--- src/rtl/seq_pkg.sv ---
// Shared encodings for the micro-sequencer: opcodes, ALU ops, micro-states and
// instruction field positions.
package seq_pkg;

  localparam logic [3:0] OPC_LDI  = 4'd8;
  localparam logic [3:0] OPC_BRZ  = 4'd9;
  localparam logic [3:0] OPC_BRN  = 4'd10;
  localparam logic [3:0] OPC_BRO  = 4'd11;
  localparam logic [3:0] OPC_BRA  = 4'd12;
  localparam logic [3:0] OPC_OUT  = 4'd13;
  localparam logic [3:0] OPC_NOP  = 4'd14;
  localparam logic [3:0] OPC_HALT = 4'd15;

  localparam logic [2:0] OP_ADD = 3'b000;
  localparam logic [2:0] OP_SUB = 3'b001;
  localparam logic [2:0] OP_AND = 3'b010;
  localparam logic [2:0] OP_OR  = 3'b011;
  localparam logic [2:0] OP_XOR = 3'b100;
  localparam logic [2:0] OP_NOT = 3'b101;
  localparam logic [2:0] OP_MOV = 3'b110;
  localparam logic [2:0] OP_INC = 3'b111;

  localparam logic [2:0] S_FETCH = 3'd0;
  localparam logic [2:0] S_READ  = 3'd1;
  localparam logic [2:0] S_EXEC  = 3'd2;
  localparam logic [2:0] S_WB    = 3'd3;
  localparam logic [2:0] S_PCUP  = 3'd4;
  localparam logic [2:0] S_PCWB  = 3'd5;
  localparam logic [2:0] S_HALT  = 3'd6;

  localparam int unsigned PC_REG = 7;

  localparam int unsigned OPC_LSB = 12;
  localparam int unsigned RD_LSB  = 9;
  localparam int unsigned RA_LSB  = 6;
  localparam int unsigned RB_LSB  = 3;
  localparam int unsigned IMM_LSB = 0;

  function automatic logic is_branch(input logic [3:0] opc);
    return (opc == OPC_BRZ) || (opc == OPC_BRN) || (opc == OPC_BRO) || (opc == OPC_BRA);
  endfunction

endpackage

--- src/rtl/seq_decode.sv ---
// Combinational control decode: maps (micro-state, IR, branch_taken) onto the
// datapath control bundle.
module seq_decode
  import seq_pkg::*;
#(
  parameter int unsigned M  = 3,
  parameter int unsigned N  = 8,
  parameter int unsigned IW = 16
) (
  input  logic [2:0]    state,
  input  logic [IW-1:0] ir,
  input  logic          branch_taken,
  output logic          instr_ready,
  output logic [N-1:0]  din,
  output logic [M-1:0]  waddr,
  output logic [M-1:0]  ra,
  output logic [M-1:0]  rb,
  output logic [2:0]    op,
  output logic          ie,
  output logic          write,
  output logic          reada,
  output logic          readb,
  output logic          en,
  output logic          oe,
  output logic [N-1:0]  offset,
  output logic          bypassa,
  output logic          bypassb,
  output logic          halted
);

  logic [3:0]   opc;
  logic [M-1:0] rd_f, ra_f, rb_f, pc_f;
  logic [7:0]   imm;
  logic         is_alu, is_ldi, is_out, is_br;

  assign opc    = ir[OPC_LSB +: 4];
  assign rd_f   = M'(ir[RD_LSB +: 3]);
  assign ra_f   = M'(ir[RA_LSB +: 3]);
  assign rb_f   = M'(ir[RB_LSB +: 3]);
  assign imm    = ir[IMM_LSB +: 8];
  assign pc_f   = M'(PC_REG);
  assign is_alu = ~opc[3];
  assign is_ldi = (opc == OPC_LDI);
  assign is_out = (opc == OPC_OUT);
  assign is_br  = is_branch(opc);

  always_comb begin
    instr_ready = 1'b0;
    din         = '0;
    waddr       = '0;
    ra          = '0;
    rb          = '0;
    op          = OP_ADD;
    ie          = 1'b0;
    write       = 1'b0;
    reada       = 1'b0;
    readb       = 1'b0;
    en          = 1'b0;
    oe          = 1'b0;
    offset      = '0;
    bypassa     = 1'b0;
    bypassb     = 1'b0;
    halted      = 1'b0;
    case (state)
      S_FETCH: begin
        // PC is driven onto dout so the instruction memory can be addressed.
        instr_ready = 1'b1;
        reada       = 1'b1;
        ra          = pc_f;
        oe          = 1'b1;
      end
      S_READ: begin
        if (is_alu || is_out) begin
          reada = 1'b1;
          readb = 1'b1;
          ra    = ra_f;
          rb    = rb_f;
        end
      end
      S_EXEC: begin
        if (is_alu) begin
          en    = 1'b1;
          op    = opc[2:0];
          reada = 1'b1;
          readb = 1'b1;
          ra    = ra_f;
          rb    = rb_f;
        end else if (is_ldi) begin
          ie  = 1'b1;
          din = N'(imm);
        end else if (is_out) begin
          oe    = 1'b1;
          reada = 1'b1;
          ra    = ra_f;
        end
      end
      S_WB: begin
        if (is_alu) begin
          write = 1'b1;
          waddr = rd_f;
        end else if (is_ldi) begin
          ie    = 1'b1;
          din   = N'(imm);
          write = 1'b1;
          waddr = rd_f;
        end
      end
      S_PCUP: begin
        ra    = pc_f;
        reada = 1'b1;
        en    = 1'b1;
        if (branch_taken) begin
          op      = OP_ADD;
          bypassb = 1'b1;
          offset  = N'($signed(imm));
        end else begin
          op = OP_INC;
        end
      end
      S_PCWB: begin
        write = 1'b1;
        waddr = pc_f;
        oe    = 1'b1;
      end
      S_HALT: halted = 1'b1;
      default: ;
    endcase
  end

endmodule

--- src/rtl/micro_sequencer.sv ---
// Microcoded control unit: fetches instructions, steps the micro-PC and drives
// the datapath controls through seq_decode.
module micro_sequencer
  import seq_pkg::*;
#(
  parameter int unsigned M  = 3,
  parameter int unsigned N  = 8,
  parameter int unsigned IW = 16
) (
  input  logic          clk,
  input  logic          rst,
  input  logic [IW-1:0] instr,
  input  logic          instr_valid,
  output logic          instr_ready,
  input  logic          z_flag,
  input  logic          n_flag,
  input  logic          o_flag,
  output logic [N-1:0]  din,
  output logic [M-1:0]  waddr,
  output logic [M-1:0]  ra,
  output logic [M-1:0]  rb,
  output logic [2:0]    op,
  output logic          ie,
  output logic          write,
  output logic          reada,
  output logic          readb,
  output logic          en,
  output logic          oe,
  output logic [N-1:0]  offset,
  output logic          bypassa,
  output logic          bypassb,
  output logic [2:0]    upc,
  output logic          halted
);

  logic [2:0]    state_q, state_d;
  logic [IW-1:0] ir_q, ir_d;
  logic          branch_taken_q, branch_taken_d;
  logic [3:0]    opc;
  logic          flag_sel;

  logic          d_instr_ready, d_ie, d_write, d_reada, d_readb, d_en, d_oe;
  logic          d_bypassa, d_bypassb, d_halted;
  logic [N-1:0]  d_din, d_offset;
  logic [M-1:0]  d_waddr, d_ra, d_rb;
  logic [2:0]    d_op;

  assign opc = ir_q[OPC_LSB +: 4];

  always_comb begin
    flag_sel = 1'b1;
    case (opc)
      OPC_BRZ: flag_sel = z_flag;
      OPC_BRN: flag_sel = n_flag;
      OPC_BRO: flag_sel = o_flag;
      default: flag_sel = 1'b1;
    endcase
  end

  always_comb begin
    state_d        = state_q;
    ir_d           = ir_q;
    branch_taken_d = branch_taken_q;
    case (state_q)
      S_FETCH: begin
        if (instr_valid) begin
          ir_d    = instr;
          state_d = S_READ;
        end
      end
      S_READ: state_d = S_EXEC;
      S_EXEC: begin
        if (is_branch(opc)) branch_taken_d = flag_sel;
        state_d = (opc == OPC_HALT) ? S_HALT : S_WB;
      end
      S_WB:   state_d = S_PCUP;
      S_PCUP: state_d = S_PCWB;
      S_PCWB: begin
        branch_taken_d = 1'b0;
        state_d        = S_FETCH;
      end
      S_HALT: state_d = S_HALT;
      default: state_d = S_FETCH;
    endcase
  end

  always_ff @(posedge clk) begin
    if (rst) begin
      state_q        <= S_FETCH;
      ir_q           <= '0;
      branch_taken_q <= 1'b0;
    end else begin
      state_q        <= state_d;
      ir_q           <= ir_d;
      branch_taken_q <= branch_taken_d;
    end
  end

  seq_decode #(
    .M (M),
    .N (N),
    .IW(IW)
  ) u_decode (
    .state       (state_q),
    .ir          (ir_q),
    .branch_taken(branch_taken_q),
    .instr_ready (d_instr_ready),
    .din         (d_din),
    .waddr       (d_waddr),
    .ra          (d_ra),
    .rb          (d_rb),
    .op          (d_op),
    .ie          (d_ie),
    .write       (d_write),
    .reada       (d_reada),
    .readb       (d_readb),
    .en          (d_en),
    .oe          (d_oe),
    .offset      (d_offset),
    .bypassa     (d_bypassa),
    .bypassb     (d_bypassb),
    .halted      (d_halted)
  );

  // Forcing outputs low under rst is what suppresses a write cut off mid-instruction.
  assign instr_ready = rst ? 1'b0 : d_instr_ready;
  assign din         = rst ? '0   : d_din;
  assign waddr       = rst ? '0   : d_waddr;
  assign ra          = rst ? '0   : d_ra;
  assign rb          = rst ? '0   : d_rb;
  assign op          = rst ? '0   : d_op;
  assign ie          = rst ? 1'b0 : d_ie;
  assign write       = rst ? 1'b0 : d_write;
  assign reada       = rst ? 1'b0 : d_reada;
  assign readb       = rst ? 1'b0 : d_readb;
  assign en          = rst ? 1'b0 : d_en;
  assign oe          = rst ? 1'b0 : d_oe;
  assign offset      = rst ? '0   : d_offset;
  assign bypassa     = rst ? 1'b0 : d_bypassa;
  assign bypassb     = rst ? 1'b0 : d_bypassb;
  assign halted      = rst ? 1'b0 : d_halted;
  assign upc         = state_q;

endmodule
--- config.mk ---
export PLATFORM = sky130hd
export DESIGN_NAME = micro_sequencer
export DESIGN_NICKNAME = d
export VERILOG_FILES = /design/src/rtl/seq_pkg.sv /design/src/rtl/seq_decode.sv /design/src/rtl/micro_sequencer.sv
export SDC_FILE = /design/constraint.sdc
export NUM_CORES = 1
export LEC_CHECK = 0
export ABC_AREA = 1
export CORE_MARGIN = 5
export CORE_UTILIZATION = 47
export CTS_CLUSTER_DIAMETER = 40
export DETAILED_ROUTE_END_ITERATION = 8
export PLACE_DENSITY = 0.84
export SYNTH_ARGS = -nofsm -noshare
export SYNTH_HDL_FRONTEND = slang
export SYNTH_HIERARCHICAL = 1
export SYNTH_SLANG_ARGS = --single-unit
export TNS_END_PERCENT = 50
--- constraint.sdc ---
create_clock -name clk -period 4.04 [get_ports clk]
set_clock_uncertainty 0.05 [all_clocks]
set_input_delay 0.808 -clock clk [delete_from_list [all_inputs] [get_ports clk]]
set_output_delay 0.808 -clock clk [all_outputs]
set_load 0.02 [all_outputs]
Yosys cells after proc, flatten, opt, wreduce, memory -nomap -nowiden --
Cells that the tools add are included.
Cells by class: equality and inequality tests 15, multiplexer cells 59, bitwise logic cells 1, reductions and logical operators 11
Operators by type and width (count):
- $mux W8 | 7
- $mux W3 | 16
- $eq A4 B4 Y1 const B | 7
- $mux W1 | 24
- $pmux W3 S2 | 3
- $pmux W3 S6 | 1
- $pmux W1 S2 | 5
- $eq A3 B3 Y1 const B | 3
- $pmux W3 S3 | 1
- $eq A3 B2 Y1 const B | 2
- $pmux W1 S3 | 2
- $reduce_or A2 Y1 | 3
- $logic_or A1 B1 Y1 | 4
- $reduce_and A2 Y1 | 2
- $eq A3 B1 Y1 const B | 1
- $logic_not A3 Y1 | 1
- $ne A2 B1 Y1 const B | 1
- $ne A2 B2 Y1 const B | 1
- $reduce_bool A2 Y1 | 1
- $not A1 Y1 | 1
Word-level totals: flip-flop bits (word level) 20, input bits 22, output and inout bits 41, word-level logic and storage cells 89

Longest topological paths before layout --
Gate-level depths: netlist of the first run.
depth after elaboration 6, mapped depth 8, gate-level depth less buffers 8

Modules after synthesis --
The synthesis of the first run kept the hierarchy.
By module, submodules not included:
- micro_sequencer | times used 1, cells each 194, area an instance 1167.4 um2
- seq_decode | times used 1, cells each 96, area an instance 437.9 um2

Worst setup path after synthesis of the first run --
No wires, ideal clock.
path kind reg-to-output, from register state_q[1] (netlist: upc[1]), to output din[0], data arrival time 1.435 ns, path slack 1.747 ns, cell stages (with the launch flop) 5, cells stage by stage dfxtp_1 nand2_1 nor3_1 inv_1 nor2_1
Between the ends: longest elaborated chain between the ends 4
RTL lines:
- from (decl) | RTL line micro_sequencer.sv:36 | logic [2:0] state_q, state_d;
- from (signal assigned) | RTL line micro_sequencer.sv:93 | state_q <= state_d;
- $eq A3 B2 Y1 | RTL line seq_decode.sv:64 | case (state)
- $reduce_or A2 Y1 (no source line) (*)
- $mux W8 (*)
- named net d_din[0] | RTL line micro_sequencer.sv:44 | logic [N-1:0] d_din, d_offset;
- $mux W8 (*) | RTL line micro_sequencer.sv:127 | assign din = rst ? '0 : d_din;
- to (decl) | RTL line micro_sequencer.sv:18 | output logic [N-1:0] din,
Mark *: on every way through the listed nets, which the timed path passes. The rest lies on a longest branch.

Final worst setup path of the first run --
from register state_q[1] (netlist: upc[1]), to output din[2]
Same word-level chain as after synthesis.

==> flow_summary.ini, run 1 <==
[sta]
setup_viol = 0
rsz0062_at_grt = no
clock.fmax_mhz = 315.9
tns_ns = 0
setup_slack_ns = 0.8743
min_period_over_period = 0.7836
holdWs_ns = 0.4042
period_needed_ns = 3.166
hold_violations = 0
maxSlewViolCount = 0

[logic_synthesis]
synth_top_cell_area_share = 0.2494
avgSynthCellArea_sq_um = 5.535
synth_top_area_cell = dfxtp_1
synth_commonest_cells = 72 x inv_1, 60 x nor2_1, 42 x nand2_1, 20 x dfxtp_1, 19 x a21oi_1
synth-main-ff-cell = dfxtp_1
synthCells = 290
yosys-top-cells-area = dfxtp_1 25%, inv_1 17%, nor2_1 14%, nand2_1 9.8%, a21oi_1 5.9%
synth_area_sq_um = 1605
synth-seq-area-share = 0.2494
synth-seq-cells = 20
syn_nets = 312
synthDistinctLibCells = 25
synth-edff-count = 0
synth_warnings = 6
async_flop_share = 0
synth_most_common_cell = inv_1

[floorplanning]
dieArea_sq_um = 4684
initial_core_util = 0.4849
die_width_um = 68.44
row_count = 21
core_area_sq_um = 3311
ios = 63
chipHeight_um = 68.44

[place]
dp_cells = 389
io_buffers = 61
place.gp.congestion = 0.8209
dp_hpwl_um = 3107
dp_slack_ns = 0.8618

[route]
drt_first_pass_iters = 4
wl_per_cell_um = 10.18
drt_iter0_drc = 129
wl_um = 4000
final_antenna_net_count = 0
drc = 0
routed_via_density = 4.450
dr_total_vias = 1749

[power_and_ir_drop]
sw_frac_of_total = 0.3664
cellPowerDensity_nw_per_um2 = 291.8
pwr-share-seq = 0.384
intPower_uw = 419.3
leakagePower_uw = 0.0009484
power_frac_comb = 0.366
peakVddDrop_mv = 0.2085
switching_power_uw = 242.4
p_clk_frac = 0.249

[grt]
use_met3 = 0.01970
grt_max_degree = 42
use_met2 = 0.3349
grt_pass1_vias = 1502
gr-usage-all-layers = 0.1837
busiest_layer = met2
met1_usage = 0.2270
grt_pass1_wl_um = 6617
antenna_found_initial = 0
grt-ovfl-total = 0

[clock_tree]
cts_hold_buf = 0
clock-sinks = 20
clockRootBuffer = clkbuf_4
numCtsBuffers = 3
clk_pin_slew_ns = 0.13
cts.path.max_buffers = 2
cts_tree = done
htreeDepth = 1
post_cts_buffers = 0
post_cts_resized = 0
worstSkewPairLatency_ns = 0.29

[critical_path]
start_kind = flip-flop
cp_cell_sequence = nand2_1 -> nor3_1 -> inv_1 -> nor2_1 -> clkdlybuf4s50_1
endpoint = din[2]
r2r_end = ir_q[15]
path_delay_family = buffers and inverters
cpPeakStageDelay_ns = 0.64
worstPathMaxFanout = 11
arrival_ns = 2.31
path_class = reg -> out
path_buf_inv = 2
critPathLaunch = upc[1]
cp.required_ns = 3.18
end_kind = output pin
cp_slowest_cell = dfxtp_1
reg2reg_depth = 4
ff2ff_setup_slack_ns = 2.57
r2r_start = upc[0]
path_depth = 5

[final_layout]
multi_input_area_sq_um = 844.6
fin_nets = 370
ff_latch_area_sq_um = 400.4
syn_to_final_growth_pct = 41.23
stdcell_count = 393
antenna_cells = 0
final_core_utilization = 0.6848
drive_gt1_frac = 0.06628
fillers = 339

[worst_hold_path]
holdPathStages = 2
hp-class = reg -> reg

[flow_run]
max_cap_violations = 0

[status]
status = finished clean
## final cells by class
class | count | share of cell area
Multi-Input combinational cell | 183 | 0.3725
Clock buffer | 3 | 0.009934
Tap cell | 46 | 0.02539
Inverter | 78 | 0.1297
Clock inverter | 1 | 0.01325
Timing Repair Buffer | 62 | 0.2726
Sequential cell | 20 | 0.1766
## through the flow
stage,power [uW],area [sq um]
global placement,496.5,2215
global route,710.6,2267
finish,661.7,2267
detailed placement,500.9,2215
CTS,664.7,2267
floorplan,421.4,1605
## worst min-delay path by stage
stage | startpoint | slack (ns) | to
final | ir_q[1] | 0.40 | ir_q[1]
after global routing | ir_q[11] | 0.43 | ir_q[11]
after CTS | ir_q[1] | 0.41 | ir_q[1]
after detailed placement | ir_q[1] | 0.39 | ir_q[1]
after global placement | ir_q[1] | 0.38 | ir_q[1]
after floorplan | ir_q[8] | 0.37 | ir_q[8]
## cells by family (layout without fill, tap and decap cells)
kind of cell	Yosys count	after routing	synth area share
flops	20	20	0.2494
compound gates	45	45	0.1504
other cells	1	1	0.002336
simple gates	137	137	0.3734
buf+inv	87	144	0.2245
## worst min-delay path, stage by stage (launching register included)
cell	delay (ns)
dfxtp_1	0.33
inv_1	0.04
a21oi_1	0.05
## sequential cells by signal, indices dropped and copies added (netlist names)
register / flops
ir_q: 16
upc: 3
branch_taken_q: 1
## layer usage
layer	vias up	wire, um
met5	-	0
met4	0	27
met3	2	269
met2	53	1973
met1	718	1729
li1	976	-
## cell usage in the layout (no fill, tap or decap), drive strengths merged
cell type	synthesis	layout
buf	6	1
nand3	18	18
o21ai	24	24
nor3	10	10
clkbuf	3	3
bufinv	0	1
o21a	2	2
nand2	46	46
nor2	63	63
inv	77	77
a21oi	19	19
conb	1	1
clkdlybuf4s50	0	61
clkinv	1	1
dfxtp	20	20
## power by group through the flow
stage / Combinational (uW) / Clock [uW] / Sequential [uW]
finish: 242 / 165 / 254
CTS: 244 / 167 / 254
detailed placement: 242 / 0 / 259
global placement: 238 / 0 / 258
global route: 274 / 179 / 258
floorplan: 167 / 0 / 254
(Power assumes the default switching activity.)
==> run 2, diff against run 1 <==
CORE_UTILIZATION = 40   (was 47)
PLACE_DENSITY = 0.76   (was 0.84)
clock period = 2.6 ns   (was 4.04 ns; I/O delays follow)
==> run 2 against run 1 <==
Net effect: wire length is 5.2% higher; sequential cell count stayed put; sequential share of layout area decreased by 0.50 points; non-clock buffer count grew 3; die area grew 15%; final area is 4.2% higher; global-route usage is 2.6 points lower; clock power up 45%; largest cell class unchanged.
==> flow_summary.ini, run 2 (same netlist as run 1, synthesis figures left out) <==
[power_and_ir_drop]
peakVddDrop_mv = 0.2874
cellPowerDensity_nw_per_um2 = 434.1
pwr-share-seq = 0.380
switching_power_uw = 386.4
sw_frac_of_total = 0.3768
intPower_uw = 639.0
power_frac_comb = 0.387
leakagePower_uw = 0.001360
p_total_uw = 1025
p_clk_frac = 0.233

[worst_hold_path]
hold_start = ir_q[0]
holdPathStages = 2
whs_endpoint = ir_q[0]
hp-class = reg -> reg

[floorplanning]
die_width_um = 73.35
ios = 63
row_count = 23
dieArea_sq_um = 5380
core_area_sq_um = 3943
chipHeight_um = 73.35
initial_core_util = 0.4072

[clock_tree]
cts_hold_buf = 0
clk_pin_slew_ns = 0.08
clockRootBuffer = clkbuf_8
clock-sinks = 20
cts_tree = done
worstSkewPairLatency_ns = 0.26
numCtsBuffers = 3
htreeDepth = 1
cts.path.max_buffers = 2

[critical_path]
cpPeakStageDelay_ns = 0.60
worstPathMaxFanout = 9
cp_cell_sequence = inv_2 -> nor2_4 -> nand3_1 -> o21ai_1 -> inv_1 -> nor2_1 -> clkdlybuf4s50_1
r2r_start = upc[0]
r2r_end = ir_q[12]
reg2reg_depth = 5
end_kind = output pin
cp_slowest_cell = clkdlybuf4s50_1
arrival_ns = 1.89
path_class = reg -> out
start_kind = flip-flop
path_delay_family = buffers and inverters
cp.required_ns = 2.03
path_buf_inv = 3
ff2ff_setup_slack_ns = 1.11

[final_layout]
stdcell_area_sq_um = 2362
drive_gt1_frac = 0.09143
syn_to_final_growth_pct = 47.16
final_cell_mix = 72 x inv_1, 60 x nor2_1, 41 x nand2_1, 30 x clkdlybuf4s50_1
final_common_cell = inv_1
antenna_cells = 0
largest_reg_flops = 16
top_register = ir_q
fin_nets = 373

[grt]
grt_pass1_wl_um = 6837
gr-usage-all-layers = 0.1576
antenna_found_initial = 0
grt-ovfl-total = 0
grt_max_degree = 42
grt_pass1_vias = 1586

[route]
final_antenna_net_count = 0
drt_iter0_drc = 90
wl_um = 4208
routed_via_density = 4.495
dr_total_vias = 1798
wl_per_cell_um = 10.52
drc = 0
drt_first_pass_iters = 4

[sta]
period_needed_ns = 2.463
hold_violations = 0
maxSlewViolCount = 0
rsz0062_at_grt = no
clock.fmax_mhz = 406.0
min_period_over_period = 0.9473
setup_slack_ns = 0.1370
tns_ns = 0
setup_viol = 0
holdWs_ns = 0.3991

[place]
io_buffers = 61
place.gp.congestion = 0.7873
dp_hpwl_um = 3224
place_area_sq_um = 2255
dp_slack_ns = 0.09761

[flow_run]
max_cap_violations = 0

[status]
status = finished clean
==> run 2: changes by cell type in the layout (fill, tap and decap cells not counted), moves of 3 or more <==
| cell | change |
|---|---|
| clkbuf_4 | -3 |
| clkbuf_8 | +4 |
| clkdlybuf4s50_1 | -31 |
| dfxtp_1 | -4 |
| dfxtp_2 | +4 |
| dlygate4sd2_1 | +12 |
| dlymetal6s2s_1 | +19 |
==> run 2: layout make-up <==
type,instances,area [sq um]
Clock buffer,4,55.05
Fill cell,401,1580
Inverter,78,294.0
Multi-Input combinational cell,183,859.6
Sequential cell,20,405.4
Tap cell,50,62.56
Timing Repair Buffer,65,685.7
==> run 2: routing by layer <==
layer,vias to the layer above,track usage,wire [um]
met5,-,0,0
met4,0,0.06439,86
met3,9,0.01915,299
met2,56,0.2860,1987
met1,750,0.1856,1836
li1,983,-,-
==> run 2: how the worst max path moves through the flow <==
stage	startpoint	depth (start not counted)	slack [ns]	endpoint
after global routing	upc[0]	8	0.01	oe
after CTS	ir_q[14]	7	-0.005	rb[0]
after global placement	rst	4	0.11	op[1]
after floorplan	upc[1]	4	0.59	din[0]
final	ir_q[15]	7	0.14	oe
after detailed placement	rst	4	0.1	rb[0]
==> run 2: timing repair <==
action,CTS,global route
resized for setup,16,22
setup buffers,0,0
setup endpoints to repair,18,22
hold endpoints to repair,0,0
==> run 2: metrics by stage <==
stage | utilization | std cells
floorplan | - | 290
global placement | 0.5719 | 396
detailed placement | 0.5719 | 396
CTS | 0.5852 | 400
global route | 0.5992 | 400
finish | 0.5992 | 400
==> run 2: tightest hold or removal path, cell delays in order, from the launching register on <==
cell     delay (ns)
dfxtp_1        0.31
inv_1          0.05
a21oi_1        0.05
==> run 2: power by group through the flow <==
stage	logic (uW)	clock network [uW]	registers (uW)
finish	397	239	390
global route	444	257	395
CTS	403	245	388
detailed placement	400	0	393
global placement	391	0	390
floorplan	260	0	395
